==> config.mk <==
export PLATFORM = sky130hd
export DESIGN_NAME = block_threshold_sequencer
export DESIGN_NICKNAME = d
export VERILOG_FILES = /design/src/rtl/block_threshold_sequencer.sv
export SDC_FILE = /design/constraint.sdc
export NUM_CORES = 1
export LEC_CHECK = 0
export ABC_AREA = 1
export CAP_MARGIN = 20
export CORE_ASPECT_RATIO = 1.25
export CORE_MARGIN = 5
export CORE_UTILIZATION = 35
export CTS_BUF_LIST = sky130_fd_sc_hd__clkbuf_4 sky130_fd_sc_hd__clkbuf_8
export CTS_CLUSTER_DIAMETER = 100
export CTS_CLUSTER_SIZE = 10
export DETAILED_ROUTE_END_ITERATION = 10
export HOLD_SLACK_MARGIN = 0.15
export PLACE_DENSITY = 0.58
export SKIP_CTS_REPAIR_TIMING = 1
export SLEW_MARGIN = 20
export SYNTH_ARGS = -nofsm -noshare
export SYNTH_HDL_FRONTEND = slang
export SYNTH_SLANG_ARGS = --single-unit
==> constraint.sdc <==
create_clock -name clk -period 2.7 [get_ports clk]
set_input_delay 0.81 -clock clk [delete_from_list [all_inputs] [get_ports clk]]
set_output_delay 0.81 -clock clk [all_outputs]
set_load 0.01 [all_outputs]
==> src/rtl/block_threshold_sequencer.sv <==
// -----------------------------------------------------------------------------
// block_threshold_sequencer
//
// Collects per-tile block scores for two heads and tracks running min/max/sum.
// When the last tile of a job has been accepted, a restoring serial divider
// (one quotient bit per cycle, both heads in parallel) produces the mean.
// One more cycle then registers the two block-pruning thresholds, which are
// selected by the latched pruning ratio.
//
// Optional feature macro: BTS_ROUND_MEAN_EN
//   defined   : dividend = sat(sum + (num_tiles >> 1)), so the mean rounds half-up
//   undefined : mean = floor(sum / num_tiles)
//
// Ports
//   clk            in   clock, rising edge
//   rst            in   synchronous active-high reset
//   start          in   begin a job (sampled only while idle)
//   num_tiles      in   tiles in the job, latched on start
//   pruning_ratio  in   0:0% 1:25% 2:50% 3:75% 4:100%, latched on start
//   tile_valid     in   tile_score0/1 valid
//   tile_ready     out  a tile is accepted this cycle if tile_valid is high
//   tile_score0/1  in   head-0 / head-1 score of the current tile
//   threshold0/1   out  head thresholds, updated only on the done cycle
//   busy           out  job in progress
//   done           out  one-cycle completion pulse
//   error          out  zero-tile job or ratio > 4
//   sat            out  a per-head sum saturated during the job
// -----------------------------------------------------------------------------
module block_threshold_sequencer #(
  parameter int width           = 8,
  parameter int FRACTIONAL_BITS = 8
) (
  input  logic                 clk,
  input  logic                 rst,
  input  logic                 start,
  input  logic [2*width-1:0]   num_tiles,
  input  logic [2:0]           pruning_ratio,
  input  logic                 tile_valid,
  output logic                 tile_ready,
  input  logic [2*width-1:0]   tile_score0,
  input  logic [2*width-1:0]   tile_score1,
  output logic [2*width-1:0]   threshold0,
  output logic [2*width-1:0]   threshold1,
  output logic                 busy,
  output logic                 done,
  output logic                 error,
  output logic                 sat
);

  localparam int WD  = 2 * width;
  localparam int DCW = (WD > 2) ? $clog2(WD) : 1;
  localparam logic [DCW-1:0] DIV_LAST = DCW'(WD - 1);
  localparam logic [DCW-1:0] DIV_ONE  = DCW'(1);
  localparam logic [WD-1:0]  ONE_W    = WD'(1);

  // Scores are fixed-point; the fraction is carried through untouched, so the
  // only constraint is that it fits in the score word.
  if (FRACTIONAL_BITS < 0 || FRACTIONAL_BITS > 2 * width) begin : g_frac_range
    $error("FRACTIONAL_BITS must lie in 0..2*width");
  end

  typedef enum logic [2:0] {
    ST_IDLE, ST_ACCUM, ST_DIV, ST_THRESH, ST_DONE
  } state_e;

  // Full-width sum with carry out.
  function automatic logic [WD:0] wide_add(input logic [WD-1:0] a, input logic [WD-1:0] b);
    return {1'b0, a} + {1'b0, b};
  endfunction

  // Clamp a carry-extended sum to the all-ones maximum.
  function automatic logic [WD-1:0] clip(input logic [WD:0] s);
    return s[WD] ? {WD{1'b1}} : s[WD-1:0];
  endfunction

  // (a+b)>>1 evaluated one bit wider so the midpoint never overflows.
  function automatic logic [WD-1:0] half_sum(input logic [WD-1:0] a, input logic [WD-1:0] b);
    return WD'(({1'b0, a} + {1'b0, b}) >> 1);
  endfunction

  // One restoring-division step: returns {quotient_bit, new_remainder}.
  // When the trial value is >= divisor the true difference fits in WD bits,
  // so a WD-bit modular subtract gives the exact remainder.
  function automatic logic [WD:0] div_step(input logic [WD-1:0] rem, input logic din,
                                           input logic [WD-1:0] dvs);
    logic [WD:0] trial;
    trial = {rem, din};
    if (trial >= {1'b0, dvs}) begin
      return {1'b1, trial[WD-1:0] - dvs};
    end else begin
      return {1'b0, trial[WD-1:0]};
    end
  endfunction

  state_e          state_q, state_d;
  logic [WD-1:0]   num_q, num_d;
  logic [2:0]      ratio_q, ratio_d;
  logic [WD-1:0]   cnt_q, cnt_d;
  logic [DCW-1:0]  div_cnt_q, div_cnt_d;
  logic [WD-1:0]   min0_q, min0_d, min1_q, min1_d;
  logic [WD-1:0]   max0_q, max0_d, max1_q, max1_d;
  logic [WD-1:0]   sum0_q, sum0_d, sum1_q, sum1_d;
  logic [WD-1:0]   rem0_q, rem0_d, rem1_q, rem1_d;
  logic [WD-1:0]   quo0_q, quo0_d, quo1_q, quo1_d;
  logic            sat_acc_q, sat_acc_d;
  logic [WD-1:0]   thr0_q, thr0_d, thr1_q, thr1_d;
  logic            done_q, done_d, busy_q, busy_d;
  logic            err_q, err_d, sat_q, sat_d;
  logic            ready_q, ready_d;

  logic [WD:0]     sum0_w_s, sum1_w_s;
  logic [WD:0]     step0_s, step1_s;
  logic            xfer_s;

  assign xfer_s   = tile_valid && ready_q;
  assign sum0_w_s = wide_add(sum0_q, tile_score0);
  assign sum1_w_s = wide_add(sum1_q, tile_score1);
  // The quotient register is pre-loaded with the dividend and shifted left;
  // its MSB is the next dividend bit to bring down.
  assign step0_s  = div_step(rem0_q, quo0_q[WD-1], num_q);
  assign step1_s  = div_step(rem1_q, quo1_q[WD-1], num_q);

  // Next-state and datapath logic.
  always_comb begin
    state_d   = state_q;
    num_d     = num_q;
    ratio_d   = ratio_q;
    cnt_d     = cnt_q;
    div_cnt_d = div_cnt_q;
    min0_d    = min0_q;
    min1_d    = min1_q;
    max0_d    = max0_q;
    max1_d    = max1_q;
    sum0_d    = sum0_q;
    sum1_d    = sum1_q;
    rem0_d    = rem0_q;
    rem1_d    = rem1_q;
    quo0_d    = quo0_q;
    quo1_d    = quo1_q;
    sat_acc_d = sat_acc_q;
    thr0_d    = thr0_q;
    thr1_d    = thr1_q;
    done_d    = 1'b0;
    err_d     = err_q;
    sat_d     = sat_q;
    case (state_q)
      ST_IDLE: begin
        if (start) begin
          num_d   = num_tiles;
          ratio_d = pruning_ratio;
          sat_d   = 1'b0;
          if (num_tiles == {WD{1'b0}}) begin
            state_d = ST_DONE;
            thr0_d  = {WD{1'b0}};
            thr1_d  = {WD{1'b0}};
            err_d   = 1'b1;
            done_d  = 1'b1;
          end else begin
            state_d   = ST_ACCUM;
            err_d     = 1'b0;
            min0_d    = {WD{1'b1}};
            min1_d    = {WD{1'b1}};
            max0_d    = {WD{1'b0}};
            max1_d    = {WD{1'b0}};
            sum0_d    = {WD{1'b0}};
            sum1_d    = {WD{1'b0}};
            cnt_d     = {WD{1'b0}};
            sat_acc_d = 1'b0;
          end
        end else begin
          state_d = ST_IDLE;
        end
      end
      ST_ACCUM: begin
        if (xfer_s) begin
          min0_d    = (tile_score0 < min0_q) ? tile_score0 : min0_q;
          min1_d    = (tile_score1 < min1_q) ? tile_score1 : min1_q;
          max0_d    = (tile_score0 > max0_q) ? tile_score0 : max0_q;
          max1_d    = (tile_score1 > max1_q) ? tile_score1 : max1_q;
          sum0_d    = clip(sum0_w_s);
          sum1_d    = clip(sum1_w_s);
          sat_acc_d = sat_acc_q | sum0_w_s[WD] | sum1_w_s[WD];
          cnt_d     = cnt_q + ONE_W;
          if (cnt_q == num_q - ONE_W) begin
            state_d   = ST_DIV;
            div_cnt_d = {DCW{1'b0}};
            rem0_d    = {WD{1'b0}};
            rem1_d    = {WD{1'b0}};
`ifdef BTS_ROUND_MEAN_EN
            quo0_d    = clip(wide_add(sum0_d, num_q >> 1));
            quo1_d    = clip(wide_add(sum1_d, num_q >> 1));
`else
            quo0_d    = sum0_d;
            quo1_d    = sum1_d;
`endif
          end else begin
            state_d = ST_ACCUM;
          end
        end else begin
          state_d = ST_ACCUM;
        end
      end
      ST_DIV: begin
        rem0_d    = step0_s[WD-1:0];
        rem1_d    = step1_s[WD-1:0];
        quo0_d    = {quo0_q[WD-2:0], step0_s[WD]};
        quo1_d    = {quo1_q[WD-2:0], step1_s[WD]};
        div_cnt_d = div_cnt_q + DIV_ONE;
        if (div_cnt_q == DIV_LAST) begin
          state_d = ST_THRESH;
        end else begin
          state_d = ST_DIV;
        end
      end
      ST_THRESH: begin
        // quo0_q/quo1_q now hold the per-head means.
        state_d = ST_DONE;
        done_d  = 1'b1;
        sat_d   = sat_acc_q;
        case (ratio_q)
          3'd0: begin
            thr0_d = min0_q;
            thr1_d = min1_q;
          end
          3'd1: begin
            thr0_d = half_sum(min0_q, quo0_q);
            thr1_d = half_sum(min1_q, quo1_q);
          end
          3'd2: begin
            thr0_d = quo0_q;
            thr1_d = quo1_q;
          end
          3'd3: begin
            thr0_d = half_sum(max0_q, quo0_q);
            thr1_d = half_sum(max1_q, quo1_q);
          end
          3'd4: begin
            thr0_d = max0_q;
            thr1_d = max1_q;
          end
          default: begin
            thr0_d = max0_q;
            thr1_d = max1_q;
            err_d  = 1'b1;
          end
        endcase
      end
      ST_DONE: begin
        state_d = ST_IDLE;
      end
      default: begin
        state_d = ST_IDLE;
      end
    endcase
    ready_d = (state_d == ST_ACCUM);
    busy_d  = (state_d != ST_IDLE);
  end

  // FSM state register.
  always_ff @(posedge clk) begin
    if (rst) begin
      state_q <= ST_IDLE;
    end else begin
      state_q <= state_d;
    end
  end

  // Datapath and registered-output registers.
  always_ff @(posedge clk) begin
    if (rst) begin
      num_q     <= {WD{1'b0}};
      ratio_q   <= 3'd0;
      cnt_q     <= {WD{1'b0}};
      div_cnt_q <= {DCW{1'b0}};
      min0_q    <= {WD{1'b0}};
      min1_q    <= {WD{1'b0}};
      max0_q    <= {WD{1'b0}};
      max1_q    <= {WD{1'b0}};
      sum0_q    <= {WD{1'b0}};
      sum1_q    <= {WD{1'b0}};
      rem0_q    <= {WD{1'b0}};
      rem1_q    <= {WD{1'b0}};
      quo0_q    <= {WD{1'b0}};
      quo1_q    <= {WD{1'b0}};
      sat_acc_q <= 1'b0;
      thr0_q    <= {WD{1'b0}};
      thr1_q    <= {WD{1'b0}};
      done_q    <= 1'b0;
      busy_q    <= 1'b0;
      err_q     <= 1'b0;
      sat_q     <= 1'b0;
      ready_q   <= 1'b0;
    end else begin
      num_q     <= num_d;
      ratio_q   <= ratio_d;
      cnt_q     <= cnt_d;
      div_cnt_q <= div_cnt_d;
      min0_q    <= min0_d;
      min1_q    <= min1_d;
      max0_q    <= max0_d;
      max1_q    <= max1_d;
      sum0_q    <= sum0_d;
      sum1_q    <= sum1_d;
      rem0_q    <= rem0_d;
      rem1_q    <= rem1_d;
      quo0_q    <= quo0_d;
      quo1_q    <= quo1_d;
      sat_acc_q <= sat_acc_d;
      thr0_q    <= thr0_d;
      thr1_q    <= thr1_d;
      done_q    <= done_d;
      busy_q    <= busy_d;
      err_q     <= err_d;
      sat_q     <= sat_d;
      ready_q   <= ready_d;
    end
  end

  assign tile_ready = ready_q;
  assign threshold0 = thr0_q;
  assign threshold1 = thr1_q;
  assign busy       = busy_q;
  assign done       = done_q;
  assign error      = err_q;
  assign sat        = sat_q;

endmodule

# After elaboration in Yosys (flattened, before gate mapping)
# Cells that the tools add are included.
[op_classes]
n_addsub = 11
n_shift = 0
n_reduce_logical = 19
order_cmp = 6
n_eq_ne = 20
n_bitwise = 2
multipliers = 0
div_mod_pow = 0
n_mux = 63
[ops]
columns = ["operator", "count"]
rows = [
  ["one-hot mux 16 bit (2 select lines)", 13],
  ["two-way mux 16 bit", 25],
  ["one-hot mux 16 bit (4 select lines)", 2],
  ["adder 16 x 16 -> 17 bit", 6],
  ["greater-or-equal comparator 17 x 16 -> 1 bit", 2],
  ["two-way mux 17 bit", 2],
  ["> comparator 16 bit", 2],
  ["< comparator 16 bit", 2],
  ["subtractor 16 bit", 2],
  ["inequality test 2 bit (second input constant)", 10],
  ["AND reduction 5 bit", 4],
  ["adder 16 x 1 -> 16 bit (second input constant)", 1],
  ["equality test 16 bit", 1],
  ["logical NOT 16 bit", 1],
  ["subtractor 16 x 1 -> 16 bit (second input constant)", 1],
  ["equality test 3 x 2 -> 1 bit (second input constant)", 4],
  ["one-hot mux 3 bit (4 select lines)", 1],
  ["equality test 3 x 1 -> 1 bit (second input constant)", 3],
  ["two-way mux 1 bit", 9],
  ["two-way mux 3 bit", 3],
  ["AND reduction 3 bit", 3],
  ["two-way mux 4 bit", 2],
  ["one-hot mux 1 bit (2 select lines)", 4],
  ["one-hot mux 4 bit (2 select lines)", 1],
  ["other kinds (12)", 17],
]
[word_totals]
elab_cells = 144
inputBits = 55
ramBits = 0
out_inout_bits = 37
latchBits = 0
reg_bits = 240
rom_bits = 0
n_memories = 0

# Depth between registers and ports, before layout
[depth]
depth_word = 6
mapped_depth = 19
depth_no_buf = 18

# Worst setup path after synthesis
# Ideal clock, no wire load.
[synth_timing]
path_kind = "in2reg"
from = "input tile_score1[0]"
to = "register quo1_q[1]"
setup_slack_ns = -0.068
setup_time_ns = 0.070
cell_stages = 16
required_ns = 2.630
n_path_buf = 2
arrival_time_ns = 2.698
cell_sequence = "ha_1 inv_1 fa_1 nand3b_1 nand2_1 nand3_1 nand2_1 nand3_1 and2_1 buf_2 buf_2 nand2_1 nand2_1 o21ai_0 nand2_2 a21oi_2"
[synth_via]
elab_chain_cells = 5
[synth_lines]
columns = ["item", "line", "rtl"]
rows = [
  ["start, declared", "41", "input logic [2*width-1:0] tile_score1,"],
  ["adder 16 x 16 -> 17 bit", "68", "return {1'b0, a} + {1'b0, b};"],
  ["two-way mux 16 bit", "73", "return s[WD] ? {WD{1'b1}} : s[WD-1:0];"],
  ["two-way mux 16 bit", "184", "if (cnt_q == num_q - ONE_W) begin"],
  ["two-way mux 16 bit", "175", "if (xfer_s) begin"],
  ["one-hot mux 16 bit (2 select lines)", "146", "case (state_q)"],
  ["end signal, assigned", "284", "quo1_q <= {WD{1'b0}};"],
  ["end signal, assigned", "307", "quo1_q <= quo1_d;"],
  ["end, declared", "104", "logic [WD-1:0] quo0_q, quo0_d, quo1_q, quo1_d;"],
]
# No other way between the ends. The select of a mux whose other input is x is not followed.
# A chain may end at the register's enable or synchronous reset.

# Worst setup path in the final report
[layout_timing]
from = "input tile_score0[5]"
to = "register min0_q[5]"
[layout_via]
elab_chain_cells = 3
elab_cells_between_ends = 6
cone_classes = "1 x order compare; 1 x eq/ne; 3 x mux; 1 x reduce/logical"
[layout_lines]
columns = ["item", "line", "rtl"]
rows = [
  ["start, declared", "40", "input logic [2*width-1:0] tile_score0,"],
  ["< comparator 16 bit / two-way mux 16 bit (equally long branches)", "176", "min0_d = (tile_score0 < min0_q) ? tile_score0 : min0_q;"],
  ["inequality test 2 bit (no source line) / two-way mux 16 bit (equally long branches)", "--", ""],
  ["AND reduction 5 bit (no source line) / one-hot mux 16 bit (2 select lines) (equally long branches)", "--", ""],
  ["end signal, assigned", "275", "min0_q <= {WD{1'b0}};"],
  ["end signal, assigned", "298", "min0_q <= min0_d;"],
  ["end, declared", "100", "logic [WD-1:0] min0_q, min0_d, min1_q, min1_d;"],
]
# Several ways; a longest one is shown, not always the timed one. The select of a mux whose other input is x is not followed.

==> impl_metrics.yaml <==
finish:
  areaGrowthSynthToFinish_pct: 20.0
  final_util: 0.423
  final_area_um2: 22100
  layout-drive-gt1-share: 0.122
  final_common_cell: "nand2_1"
  nets: 3316
  final_cell_mix: "nand2_1, a21oi_1, inv_1"
cts:
  clk_pin_slew_ns: 0.08
  numCtsBuffers: 27
  clk_latency_ns: 0.63
  ctsHtreeMaxLevel: 1
  cts_tree: "built"
  clock_path_buffers: 3
  clock-sinks: 240
  cts.root.buffer_cell: "clkbuf_8"
power_and_ir_drop:
  irDropWorstVdd_mv: 0.317
  power_density_nw_per_um2: 440
  power_leakage_nw: 10.1
worst_hold_path:
  worstHoldEndpoint: "threshold0[0]"
  min_path_cells: 2
  hp-class: "flip-flop to flip-flop"
  hold_path.startpoint: "threshold0[0]"
floorplanning:
  die_area_um2: 57400
  start_util: 0.352
  fp-row-count: 94
  fp.dieW_um: 215
  core_um2: 52300
  ioPinCount: 92
  die_h_um: 267
drt:
  vias_per_cell: 5.30
  postRouteAntennaNets: 0
  drc: 0
  wl_per_cell_um: 16.6
  num_vias: 20000
  drt-pass1-iter-count: 5
  drtIter0Drc: 1476
  drt-total-wl_mm: 62.7
sta:
  slew_headroom: 0.284
  worst_slew_pin_slew_ns: 1.07
  period_minus_slack_ns: 2.59
  setup_tns_ns: 0
  period_share: 0.958
  setup_ws_ns: 0.114
  hold_slack_ns: 0.464
  slew_violations: 0
  hold_violations: 0
  clock.fmax_mhz: 387
  setup_violations: 0
  rsz0062_at_grt: "true"
  finClkSkew_ns: 0.0346
placement:
  post-place-ws_ns: -0.793
  placed_cell_area_um2: 21500
  gp_congestion: 0.929
  numPortBuffers: 91
  detailed_place_hpwl_mm: 47.1
critical_path:
  cp-startpoint: "tile_score0[5]"
  rr_worst_depth: 17
  cp.arrival_ns: 3.09
  r2r-start: "ratio_q[2]"
  worstPathMaxFanout: 16
  crit_type: "primary input to flip-flop"
  start_kind: "primary input"
  worstSetupEndpointType: "flip-flop"
  r2r-end: "threshold0[14]"
  crit_required_ns: 3.20
  rrSetupSlack_ns: 0.12
grt:
  grt_pass1_wl_mm: 100
  antenna_found_initial: 1
  grt_pass1_vias: 19100
  grt-ovfl-total: 0
  track_usage: 0.210
  grt_max_degree: 98
logic_synthesis:
  synth_edf_count: 0
  ys_seq_elements: 240
  ys_async_sr_fraction: 0
  synth-main-ff-cell: "dfxtp_1"
  synth.distinct_cells: 46
  yosysSeqAreaShare: 0.261
  yosys_warnings: 0
  avgSynthCellArea_um2: 6.38
  syn_area_um2: 18400
  syn_nets: 3109
  syn_inst: 2889
run:
  maxCapViolations: 0
run_status:
  status: "finished, final reports clean"
report_power, final:
part | internal (mW) | switching, mW | total (mW) | leakage (nW)
combinational | 1.39 | 2.17 | 3.55 | 7.97
sequential | 3.75 | 0.188 | 3.94 | 1.96
clock | 0.888 | 1.36 | 2.25 | 0.194
total | 6.02 | 3.72 | 9.74 | 10.1
critical path, cell delays in order:
cell and delay [ns]:
clkdlybuf4s50_1 0.53, buf_4 0.22, ha_1 0.31, a21oi_1 0.14, nand3b_1 0.12, nand2_1 0.06
o21ai_0 0.23, nand3_1 0.12, nand2_1 0.09, buf_4 0.23, nand3_1 0.10, nand2_1 0.08
nor2_1 0.04
how the worst max path moves through the flow:
stage | end | slack, ns
2_1_floorplan | quo1_q[1] | 0.01
3_3_place_gp | quo0_q[1] | -0.75
3_5_place_dp | quo0_q[1] | -0.79
4_1_cts | quo0_q[1] | -0.13
5_1_grt | threshold1[13] | -0.03
6_report | min0_q[5] | 0.11
cell usage after synthesis (20+ instances only):
library cell / number / area, µm²
ha_1: 159 / 1990
nor3_1: 23 / 115
dfxtp_1: 240 / 4800
o21ai_0: 152 / 761
nand2_1: 767 / 2880
nand2_2: 22 / 138
buf_1: 20 / 75.1
a21oi_2: 20 / 175
a21oi_1: 381 / 1910
nor2_1: 219 / 822
clkbuf_1: 92 / 345
nand3_1: 249 / 1250
inv_1: 253 / 950
o211ai_1: 30 / 225
xor2_1: 36 / 315
buf_2: 20 / 100
nand4_1: 40 / 250
through the flow:
stage	cells	total power, mW
after floorplan	2889	6.25
after global placement	3727	7.42
after detailed placement	3727	7.47
after CTS	3755	9.77
after global routing	3768	10.5
final	3768	9.74
metal layers:
layer,wire [µm],GRT usage
met1,27300,0.264
met2,30800,0.380
met3,2700,0.0201
met4,1870,0.0673
met5,0,0
cell type report:
class                      instances  area, µm²
fill                            5551      30200
multi-input combinational       2248      12200
sequential                       240       4810
timing repair buffer             316       2880
inverter                         263        988
tap                              672        841
clock buffer                      27        372
clock inverter                     1       7.51
antenna                            1       2.50
cells by family (layout without fill, tap and decap cells):
| group | after synthesis | after routing | synth area share |
|---|---|---|---|
| and+or+nand+nor | 1364 | 1364 | 0.313 |
| AOI/OAI and AO/OA | 664 | 664 | 0.200 |
| buffers and inverters | 401 | 607 | 0.0858 |
| DFF | 240 | 240 | 0.261 |
| adders and majority gates | 165 | 165 | 0.114 |
| xor gates and xnor gates | 55 | 55 | 0.0261 |
| other | 0 | 1 | 0 |
Power figures use the tool's default switching activity.
